## src/rtl/bitserial_link_driver_if.sv

```systemverilog
// Parallel/serial signal bundle between the decode side, the link driver and the serial ALU.
// master = the link driver, slave = the surrounding decode logic and ALU.
interface bitserial_link_driver_if #(
    parameter int WIDTH = 32
);
    logic             w_in_valid;
    logic             w_in_ready;
    logic [WIDTH-1:0] w_rrs;
    logic [WIDTH-1:0] w_rrt;
    logic [3:0]       w_sel;
    logic             r_sa;
    logic             r_sb;
    logic             r_sv;
    logic             r_sfirst;
    logic             r_slast;
    logic [3:0]       r_ssel;
    logic             w_rbit;
    logic             w_rv;
    logic [WIDTH-1:0] r_rslt;
    logic             r_rslt_valid;
    logic             w_rslt_ready;

    modport master (
        input  w_in_valid, w_rrs, w_rrt, w_sel, w_rbit, w_rv, w_rslt_ready,
        output w_in_ready, r_sa, r_sb, r_sv, r_sfirst, r_slast, r_ssel,
               r_rslt, r_rslt_valid
    );

    modport slave (
        output w_in_valid, w_rrs, w_rrt, w_sel, w_rbit, w_rv, w_rslt_ready,
        input  w_in_ready, r_sa, r_sb, r_sv, r_sfirst, r_slast, r_ssel,
               r_rslt, r_rslt_valid
    );
endinterface

```

## src/rtl/bitserial_link_driver.sv

```systemverilog
// Serialises an operand pair LSB-first to the bit-serial ALU and gathers its serial result
// back into a parallel word.
//
// state | meaning
// IDLE  | ready for an operand pair
// SEND  | streaming operand bits (receive also active)
// WAIT  | frame sent, still collecting result bits
// DONE  | result presented until the consumer takes it
module bitserial_link_driver #(
    parameter int WIDTH = 32
) (
    input logic                    w_clk,
    input logic                    w_rst,
    bitserial_link_driver_if.master bus
);
    localparam int CW = $clog2(WIDTH + 1);
    localparam logic [CW-1:0] CNT_FULL = CW'(WIDTH);
    localparam logic [CW-1:0] CNT_LAST = CW'(WIDTH - 1);

    typedef enum logic [1:0] {S_IDLE, S_SEND, S_WAIT, S_DONE} state_t;

    state_t           state_q, state_d;
    logic [CW-1:0]    tx_cnt_q, tx_cnt_d;
    logic [CW-1:0]    rx_cnt_q, rx_cnt_d;
    logic [WIDTH-1:0] a_sh_q, a_sh_d;
    logic [WIDTH-1:0] b_sh_q, b_sh_d;
    logic [WIDTH-1:0] rx_sh_q, rx_sh_d;
    logic [WIDTH-1:0] rslt_q, rslt_d;
    logic [3:0]       ssel_q, ssel_d;
    logic             sa_q, sa_d, sb_q, sb_d, sv_q, sv_d;
    logic             sfirst_q, sfirst_d, slast_q, slast_d;

    always_ff @(posedge w_clk) begin
        if (w_rst) begin
            state_q  <= S_IDLE;
            tx_cnt_q <= '0;
            rx_cnt_q <= '0;
            a_sh_q   <= '0;
            b_sh_q   <= '0;
            rx_sh_q  <= '0;
            rslt_q   <= '0;
            ssel_q   <= '0;
            sa_q     <= 1'b0;
            sb_q     <= 1'b0;
            sv_q     <= 1'b0;
            sfirst_q <= 1'b0;
            slast_q  <= 1'b0;
        end else begin
            state_q  <= state_d;
            tx_cnt_q <= tx_cnt_d;
            rx_cnt_q <= rx_cnt_d;
            a_sh_q   <= a_sh_d;
            b_sh_q   <= b_sh_d;
            rx_sh_q  <= rx_sh_d;
            rslt_q   <= rslt_d;
            ssel_q   <= ssel_d;
            sa_q     <= sa_d;
            sb_q     <= sb_d;
            sv_q     <= sv_d;
            sfirst_q <= sfirst_d;
            slast_q  <= slast_d;
        end
    end

    always_comb begin
        state_d  = state_q;
        tx_cnt_d = tx_cnt_q;
        rx_cnt_d = rx_cnt_q;
        a_sh_d   = a_sh_q;
        b_sh_d   = b_sh_q;
        rx_sh_d  = rx_sh_q;
        rslt_d   = rslt_q;
        ssel_d   = ssel_q;
        sa_d     = 1'b0;
        sb_d     = 1'b0;
        sv_d     = 1'b0;
        sfirst_d = 1'b0;
        slast_d  = 1'b0;

        // Receive path; the count saturates so surplus bits never reach the result.
        if ((state_q == S_SEND || state_q == S_WAIT) && bus.w_rv && rx_cnt_q != CNT_FULL) begin
            rx_sh_d  = {bus.w_rbit, rx_sh_q[WIDTH-1:1]};
            rx_cnt_d = rx_cnt_q + CW'(1);
            if (rx_cnt_q == CNT_LAST) begin
                rslt_d = {bus.w_rbit, rx_sh_q[WIDTH-1:1]};
            end
        end

        case (state_q)
            S_IDLE: begin
                if (bus.w_in_valid) begin
                    // Bit 0 is registered on the accept edge itself.
                    ssel_d   = bus.w_sel;
                    sa_d     = bus.w_rrs[0];
                    sb_d     = bus.w_rrt[0];
                    a_sh_d   = bus.w_rrs >> 1;
                    b_sh_d   = bus.w_rrt >> 1;
                    sv_d     = 1'b1;
                    sfirst_d = 1'b1;
                    tx_cnt_d = CW'(1);
                    rx_cnt_d = '0;
                    rx_sh_d  = '0;
                    state_d  = S_SEND;
                end
            end
            S_SEND: begin
                if (tx_cnt_q == CNT_FULL) begin
                    state_d = (rx_cnt_d == CNT_FULL) ? S_DONE : S_WAIT;
                end else begin
                    sa_d     = a_sh_q[0];
                    sb_d     = b_sh_q[0];
                    a_sh_d   = a_sh_q >> 1;
                    b_sh_d   = b_sh_q >> 1;
                    sv_d     = 1'b1;
                    slast_d  = (tx_cnt_q == CNT_LAST);
                    tx_cnt_d = tx_cnt_q + CW'(1);
                end
            end
            S_WAIT: begin
                if (rx_cnt_q == CNT_FULL) begin
                    state_d = S_DONE;
                end
            end
            S_DONE: begin
                if (bus.w_rslt_ready) begin
                    state_d = S_IDLE;
                end
            end
            default: state_d = S_IDLE;
        endcase
    end

    assign bus.w_in_ready   = (state_q == S_IDLE) && !w_rst;
    assign bus.r_rslt_valid = (state_q == S_DONE);
    assign bus.r_rslt       = rslt_q;
    assign bus.r_ssel       = ssel_q;
    assign bus.r_sa         = sa_q;
    assign bus.r_sb         = sb_q;
    assign bus.r_sv         = sv_q;
    assign bus.r_sfirst     = sfirst_q;
    assign bus.r_slast      = slast_q;
endmodule

```

## src/flat_wrapper.sv

```systemverilog
// flat-port wrapper written by rule: the top's interface ports become plain ports
module bitserial_link_driver_flat 
#(
    parameter int WIDTH = 32
)
  (w_clk, w_rst, bus_w_in_valid, bus_w_rrs, bus_w_rrt, bus_w_sel, bus_w_rbit, bus_w_rv, bus_w_rslt_ready, bus_w_in_ready, bus_r_sa, bus_r_sb, bus_r_sv, bus_r_sfirst, bus_r_slast, bus_r_ssel, bus_r_rslt, bus_r_rslt_valid);
  bitserial_link_driver_if #(.WIDTH(WIDTH)) bus_i ();
  input logic w_clk;
  input logic w_rst;
  input wire logic [$bits(bus_i.w_in_valid)-1:0] bus_w_in_valid;
  input wire logic [$bits(bus_i.w_rrs)-1:0] bus_w_rrs;
  input wire logic [$bits(bus_i.w_rrt)-1:0] bus_w_rrt;
  input wire logic [$bits(bus_i.w_sel)-1:0] bus_w_sel;
  input wire logic [$bits(bus_i.w_rbit)-1:0] bus_w_rbit;
  input wire logic [$bits(bus_i.w_rv)-1:0] bus_w_rv;
  input wire logic [$bits(bus_i.w_rslt_ready)-1:0] bus_w_rslt_ready;
  output wire logic [$bits(bus_i.w_in_ready)-1:0] bus_w_in_ready;
  output wire logic [$bits(bus_i.r_sa)-1:0] bus_r_sa;
  output wire logic [$bits(bus_i.r_sb)-1:0] bus_r_sb;
  output wire logic [$bits(bus_i.r_sv)-1:0] bus_r_sv;
  output wire logic [$bits(bus_i.r_sfirst)-1:0] bus_r_sfirst;
  output wire logic [$bits(bus_i.r_slast)-1:0] bus_r_slast;
  output wire logic [$bits(bus_i.r_ssel)-1:0] bus_r_ssel;
  output wire logic [$bits(bus_i.r_rslt)-1:0] bus_r_rslt;
  output wire logic [$bits(bus_i.r_rslt_valid)-1:0] bus_r_rslt_valid;
  assign bus_i.w_in_valid = bus_w_in_valid;
  assign bus_i.w_rrs = bus_w_rrs;
  assign bus_i.w_rrt = bus_w_rrt;
  assign bus_i.w_sel = bus_w_sel;
  assign bus_i.w_rbit = bus_w_rbit;
  assign bus_i.w_rv = bus_w_rv;
  assign bus_i.w_rslt_ready = bus_w_rslt_ready;
  assign bus_w_in_ready = bus_i.w_in_ready;
  assign bus_r_sa = bus_i.r_sa;
  assign bus_r_sb = bus_i.r_sb;
  assign bus_r_sv = bus_i.r_sv;
  assign bus_r_sfirst = bus_i.r_sfirst;
  assign bus_r_slast = bus_i.r_slast;
  assign bus_r_ssel = bus_i.r_ssel;
  assign bus_r_rslt = bus_i.r_rslt;
  assign bus_r_rslt_valid = bus_i.r_rslt_valid;
  bitserial_link_driver #(.WIDTH(WIDTH)) u_core (.w_clk(w_clk), .w_rst(w_rst), .bus(bus_i));
endmodule
```

## config.mk

```make
export PLATFORM = sky130hd
export DESIGN_NAME = bitserial_link_driver_flat
export DESIGN_NICKNAME = d
export VERILOG_FILES = /design/src/rtl/bitserial_link_driver_if.sv /design/src/rtl/bitserial_link_driver.sv /design/src/flat_wrapper.sv
export SDC_FILE = /design/constraint.sdc
export NUM_CORES = 1
export LEC_CHECK = 0
export BUFFER_PORTS_ARGS = -buffer_cell sky130_fd_sc_hd__buf_2
export CAP_MARGIN = 20
export CELL_PAD_IN_SITES_DETAIL_PLACEMENT = 1
export CELL_PAD_IN_SITES_GLOBAL_PLACEMENT = 1
export CORE_MARGIN = 2
export CORE_UTILIZATION = 44
export DETAILED_ROUTE_END_ITERATION = 10
export GPL_TIMING_DRIVEN = 0
export PLACE_DENSITY_LB_ADDON = 0.1
export SLEW_MARGIN = 15
export SYNTH_ARGS = -nofsm -noshare
export SYNTH_HDL_FRONTEND = slang
export SYNTH_SLANG_ARGS = --single-unit
```

## constraint.sdc

```tcl
create_clock -name w_clk -period 3.1 [get_ports w_clk]
set_input_delay 0.775 -clock w_clk [delete_from_list [all_inputs] [get_ports w_clk]]
set_output_delay 0.775 -clock w_clk [all_outputs]
set_load 0.005 [all_outputs]
```

### After elaboration in Yosys (flattened, before gate mapping)

Index checks and enable logic that the tools add are counted.

| storage, ports and cells | value |
|---|---|
| flip-flop bits (word level) | 151 |
| bits in latches | 0 |
| RAM bits | 0 |
| ROM bits | 0 |
| input bits | 74 |
| output and inout port bits | 43 |
| memories | 0 |

| operators by class | value |
|---|---|
| $add $sub $neg | 2 |
| multiply operators | 0 |
| divide/modulo/power cells | 0 |
| order comparisons | 0 |
| equal/unequal tests | 14 |
| shift-type cells | 0 |
| multiplexer cells | 30 |
| bitwise logic cells | 2 |
| reductions and logical operators | 13 |

Operators by type and width:

| kind | number |
|---|---|
| 32-bit 2-to-1 mux | 7 |
| 32-bit one-hot mux with 2 select lines | 2 |
| 6-bit 2-to-1 mux | 5 |
| 6-bit equality test (second input constant) | 3 |
| 6-bit by 1-bit adder with 6-bit output (second input constant) | 2 |
| 6-bit by 5-bit equality test with 1-bit output (second input constant) | 2 |
| 6-bit one-hot mux with 2 select lines | 1 |
| 2-bit inequality test (second input constant) | 5 |
| 2-bit 2-to-1 mux | 4 |
| 2-bit one-hot mux with 4 select lines | 1 |
| 1-bit 2-to-1 mux | 7 |
| 6-bit inequality test (second input constant) | 1 |
| 1-bit one-hot mux with 2 select lines | 3 |
| 2-bit equality test (second input constant) | 2 |
| 2-bit AND reduction | 2 |
| 4-bit AND reduction | 1 |
| 1-bit logical AND | 3 |
| 3-bit AND reduction | 1 |
| 3-bit OR reduction | 1 |
| 2-bit by 1-bit equality test with 1-bit output (second input constant) | 1 |
| 2-bit logical NOT | 1 |
| 1-bit NOT | 2 |
| 2-bit nonzero test | 1 |
| 2-bit OR reduction | 1 |
| other kinds (2) | 2 |

### Depth between registers and ports, before layout

| depth | value |
|---|---|
| depth after elaboration | 9 |
| mapped depth | 9 |
| depth with buffers taken out | 7 |

### Least setup slack after synthesis

OpenSTA, ideal clock, no wires.

| timing path | value |
|---|---|
| path kind | input-to-output |
| from | input w_rst |
| to | output bus_w_in_ready |
| arrival | 1.370 ns |
| slack | 0.955 ns |
| cell stages on the path | 3 |
| path through | clkbuf_1 clkbuf_1 nor2b_1 |

| on the way | value |
|---|---|
| longest elaborated chain between the ends | 2 |

Ends and longest elaborated chain:

| item | line | RTL |
|---|---|---|
| from (decl) | flat_wrapper.sv:9 | `input logic w_rst;` |
| 1-bit logical NOT | bitserial_link_driver.sv:133 | `assign bus.w_in_ready = (state_q == S_IDLE) && !w_rst;` |
| 1-bit logical AND | bitserial_link_driver.sv:133 |  |
| to (decl) | flat_wrapper.sv:17 | `output wire logic [$bits(bus_i.w_in_ready)-1:0] bus_w_in_ready;` |

No other way between the ends.

### Worst setup path in the final report

Ends and elaborated chain as after synthesis.

==> impl_metrics.env <==
export IMPL_fin_skew_ns=0.0116
export IMPL_first_iter_violations=257
export IMPL_start_util_pct=45.3
export IMPL_end_kind="output pin"
export IMPL_dieWidth_um=121
export IMPL_place_area_um2=6820
export IMPL_firstDrtPassIters=4
export IMPL_postCtsHoldBufs=0
export IMPL_cp_max_fo=10
export IMPL_fin_crit_sh_pct=93.9
export IMPL_ys_ff_latch=148
export IMPL_synth_most_common_cell="dfxtp_1"
export IMPL_synthXorXnorAreaFrac_pct=0.437
export IMPL_slew_viol_final=0
export IMPL_track_usage_pct=23.9
export IMPL_post_cts_resized=0
export IMPL_startpoint_type="primary input"
export IMPL_max_stage_delay_ns=0.55
export IMPL_cts_made_buffers=17
export IMPL_io_buffer_count=116
export IMPL_cts_sinks=148
export IMPL_antenna_cells=0
export IMPL_overflow=0
export IMPL_tightest_slew_ns=0.717
export IMPL_crit_type="primary input to output pin"
export IMPL_rsz0062_at_grt="no"
export IMPL_clk_latency_ns=0.43
export IMPL_syn_area_um2=6020
export IMPL_synth_compound_area_share_pct=17.2
export IMPL_avgSynthCellArea_um2=8.68
export IMPL_powerDensity_nw_per_um2=931
export IMPL_yosysWarnings=0
export IMPL_synth_top_area_share_pct=49.2
export IMPL_clk_pin_slew_ns=0.06
export IMPL_cp_slowest_cell="clkbuf_1"
export IMPL_hold_viol_final=0
export IMPL_synth_ff_type="dfxtp_1"
export IMPL_synthSimpleGateAreaFrac_pct=16.8
export IMPL_yosysTopAreaCell="dfxtp_1"
export IMPL_drt_wl_total_um=16500
export IMPL_ir_worst_vdd_mv=0.476
export IMPL_seq_area_frac_synth_pct=49.2
export IMPL_synthesis_nets=775
export IMPL_fin_setup_tns_ns=0
export IMPL_synth_cell_types=45
export IMPL_root_buffer="clkbuf_16"
export IMPL_postCtsSetupRepairBufs=0
export IMPL_layout_area_seq_um2=2960
export IMPL_place_congestion=0.820
export IMPL_setup_viol=0
export IMPL_grt_pass1_vias=5716
export IMPL_grt_max_degree=17
export IMPL_synth_edff_count=0
export IMPL_synthArstFlopShare_pct=0
export IMPL_fmax_mhz=344
export IMPL_synthMuxAreaShare_pct=10.1
export IMPL_cp_required_ns=2.32
export IMPL_crit_chain="buf_2, clkbuf_1, clkbuf_1, nor2b_1, buf_2"
export IMPL_final_nets=910
export IMPL_dp_cells=985
export IMPL_yosys_top_cells_area="dfxtp_1 49%, mux2i_1 10%, nand2_1 9.0%"
export IMPL_cts_htree_levels=4
export IMPL_arrival_ns=2.14
export IMPL_slew_headroom_pct=52.2
export IMPL_grt_pass1_wl_um=27700
export IMPL_fin_cells=1016
export IMPL_die_area_um2=14600
export IMPL_synth_top_family_by_area="compound AO/OA/AOI/OAI gates"
export IMPL_postRouteAntennaNets=0
export IMPL_fp_row_count=42
export IMPL_status="finished clean"
export IMPL_ios=117
export IMPL_leakagePower_nw=2.86
export IMPL_antenna_found_initial=1
export IMPL_vias_per_cell=5.32
export IMPL_vias=5407
export IMPL_cap_violations=0
export IMPL_synth_commonest_cells="148 x dfxtp_1, 145 x nand2_1, 76 x a21oi_1, 76 x nor2_1, 61 x mux2i_1"
export IMPL_hp_class="register to register"
export IMPL_syn_inst=693
export IMPL_multi_input_area_um2=2780
export IMPL_n_fill_cell=1622
export IMPL_clk_path_buf_depth=2
export IMPL_fin_crit_ns=2.91
export IMPL_wl_per_cell_um=16.3
export IMPL_drc=0
export IMPL_synth_fa_ha_area_share_pct=1.66
export IMPL_tritoncts="built"
export IMPL_fp_dieH_um=121
export IMPL_area_growth_pct=23.4
export IMPL_design_core_area_um2=13300
export IMPL_dp_hpwl_um=11600
export IMPL_final_area_um2=7430
export IMPL_drive_above_1_share_pct=18.9
==> registers in the layout (all words and copies together), names as in the netlist <==
register and flops:
u_core.bus.r_sv 1, u_core.bus.r_sb 1, u_core.bus.r_sa 1, u_core.state_q 2, u_core.b_sh_q 31, u_core.bus.r_slast 1, u_core.bus.r_ssel 4, u_core.tx_cnt_q 6
u_core.bus.r_rslt 32, u_core.bus.r_sfirst 1, u_core.a_sh_q 31, u_core.rx_cnt_q 6, u_core.rx_sh_q 31
==> worst max-delay path: cells and delay by family <==
family	cells	cell delay, ns
buf+inv	4	1.25
simple gates	1	0.10
==> routing by layer <==
layer	wire [um]	track usage (%)
met5	0	0
met4	284	9.23
met3	599	4.42
met2	8530	42.7
met1	7120	28.3
==> cells by family (layout without fill, tap and decap cells) <==
| family | count (synthesis) | count (layout) |
|---|---|---|
| muxes | 61 | 61 |
| DFF | 148 | 148 |
| adders and majority gates | 8 | 8 |
| xor gates and xnor gates | 3 | 3 |
| AOI/OAI and AO/OA | 163 | 163 |
| buffers and inverters | 60 | 207 |
| and+or+nand+nor | 250 | 250 |
==> placed cells by master (no fill, tap or decap), types with 5 or more instances in the layout <==
master	n
mux2i_1	61
a21oi_1	76
inv_1	9
buf_2	118
dfxtp_1	148
o21ai_0	8
buf_1	5
clkbuf_16	17
ha_1	8
clkbuf_1	39
or3_1	6
a211oi_1	60
nand3_1	6
nor2_1	76
nand2_1	145
==> cell type report <==
type                            count  area share [%]
Clock inverter                     10            2.11
Timing Repair Buffer              116            7.82
Inverter                            9           0.455
Tap cell                          176            2.97
Clock buffer                       21            6.07
Buffer                             51            3.22
Sequential cell                   148            39.9
Multi-Input combinational cell    485            37.5
==> report_power, final <==
| group | switching, mW | leakage [nW] | internal (mW) |
|---|---|---|---|
| combinational | 1.44 | 1.36 | 0.891 |
| clock | 0.785 | 0.297 | 1.36 |
| sequential | 0.195 | 1.21 | 2.25 |
| total | 2.42 | 2.86 | 4.50 |
==> final timing paths <==
kind / startpoint / to / slack (ns) / cells after the start
max: w_rst / bus_w_in_ready / 0.19 / 5
min: u_core.bus.r_rslt[28] / u_core.bus.r_rslt[28] / 0.45 / 2
max reg2reg: u_core.state_q[0] / u_core.bus.r_rslt[29] / 0.65 / 7
min reg2reg: u_core.bus.r_rslt[28] / u_core.bus.r_rslt[28] / 0.45 / 2
==> stage by stage <==
step / worst slack, ns / hold slack, ns / power, mW / util [%]
final: 0.190 / 0.454 / 6.92 / 55.9
after detailed placement: 0.211 / 0.449 / 4.79 / 51.3
after CTS: 0.183 / 0.457 / 6.98 / 55.9
after global placement: 0.207 / 0.443 / 4.64 / 51.3
after floorplan: 0.955 / 0.432 / 4.16 / -
after global routing: 0.0668 / 0.468 / 7.35 / 55.9
Power figures use the tool's default switching activity.
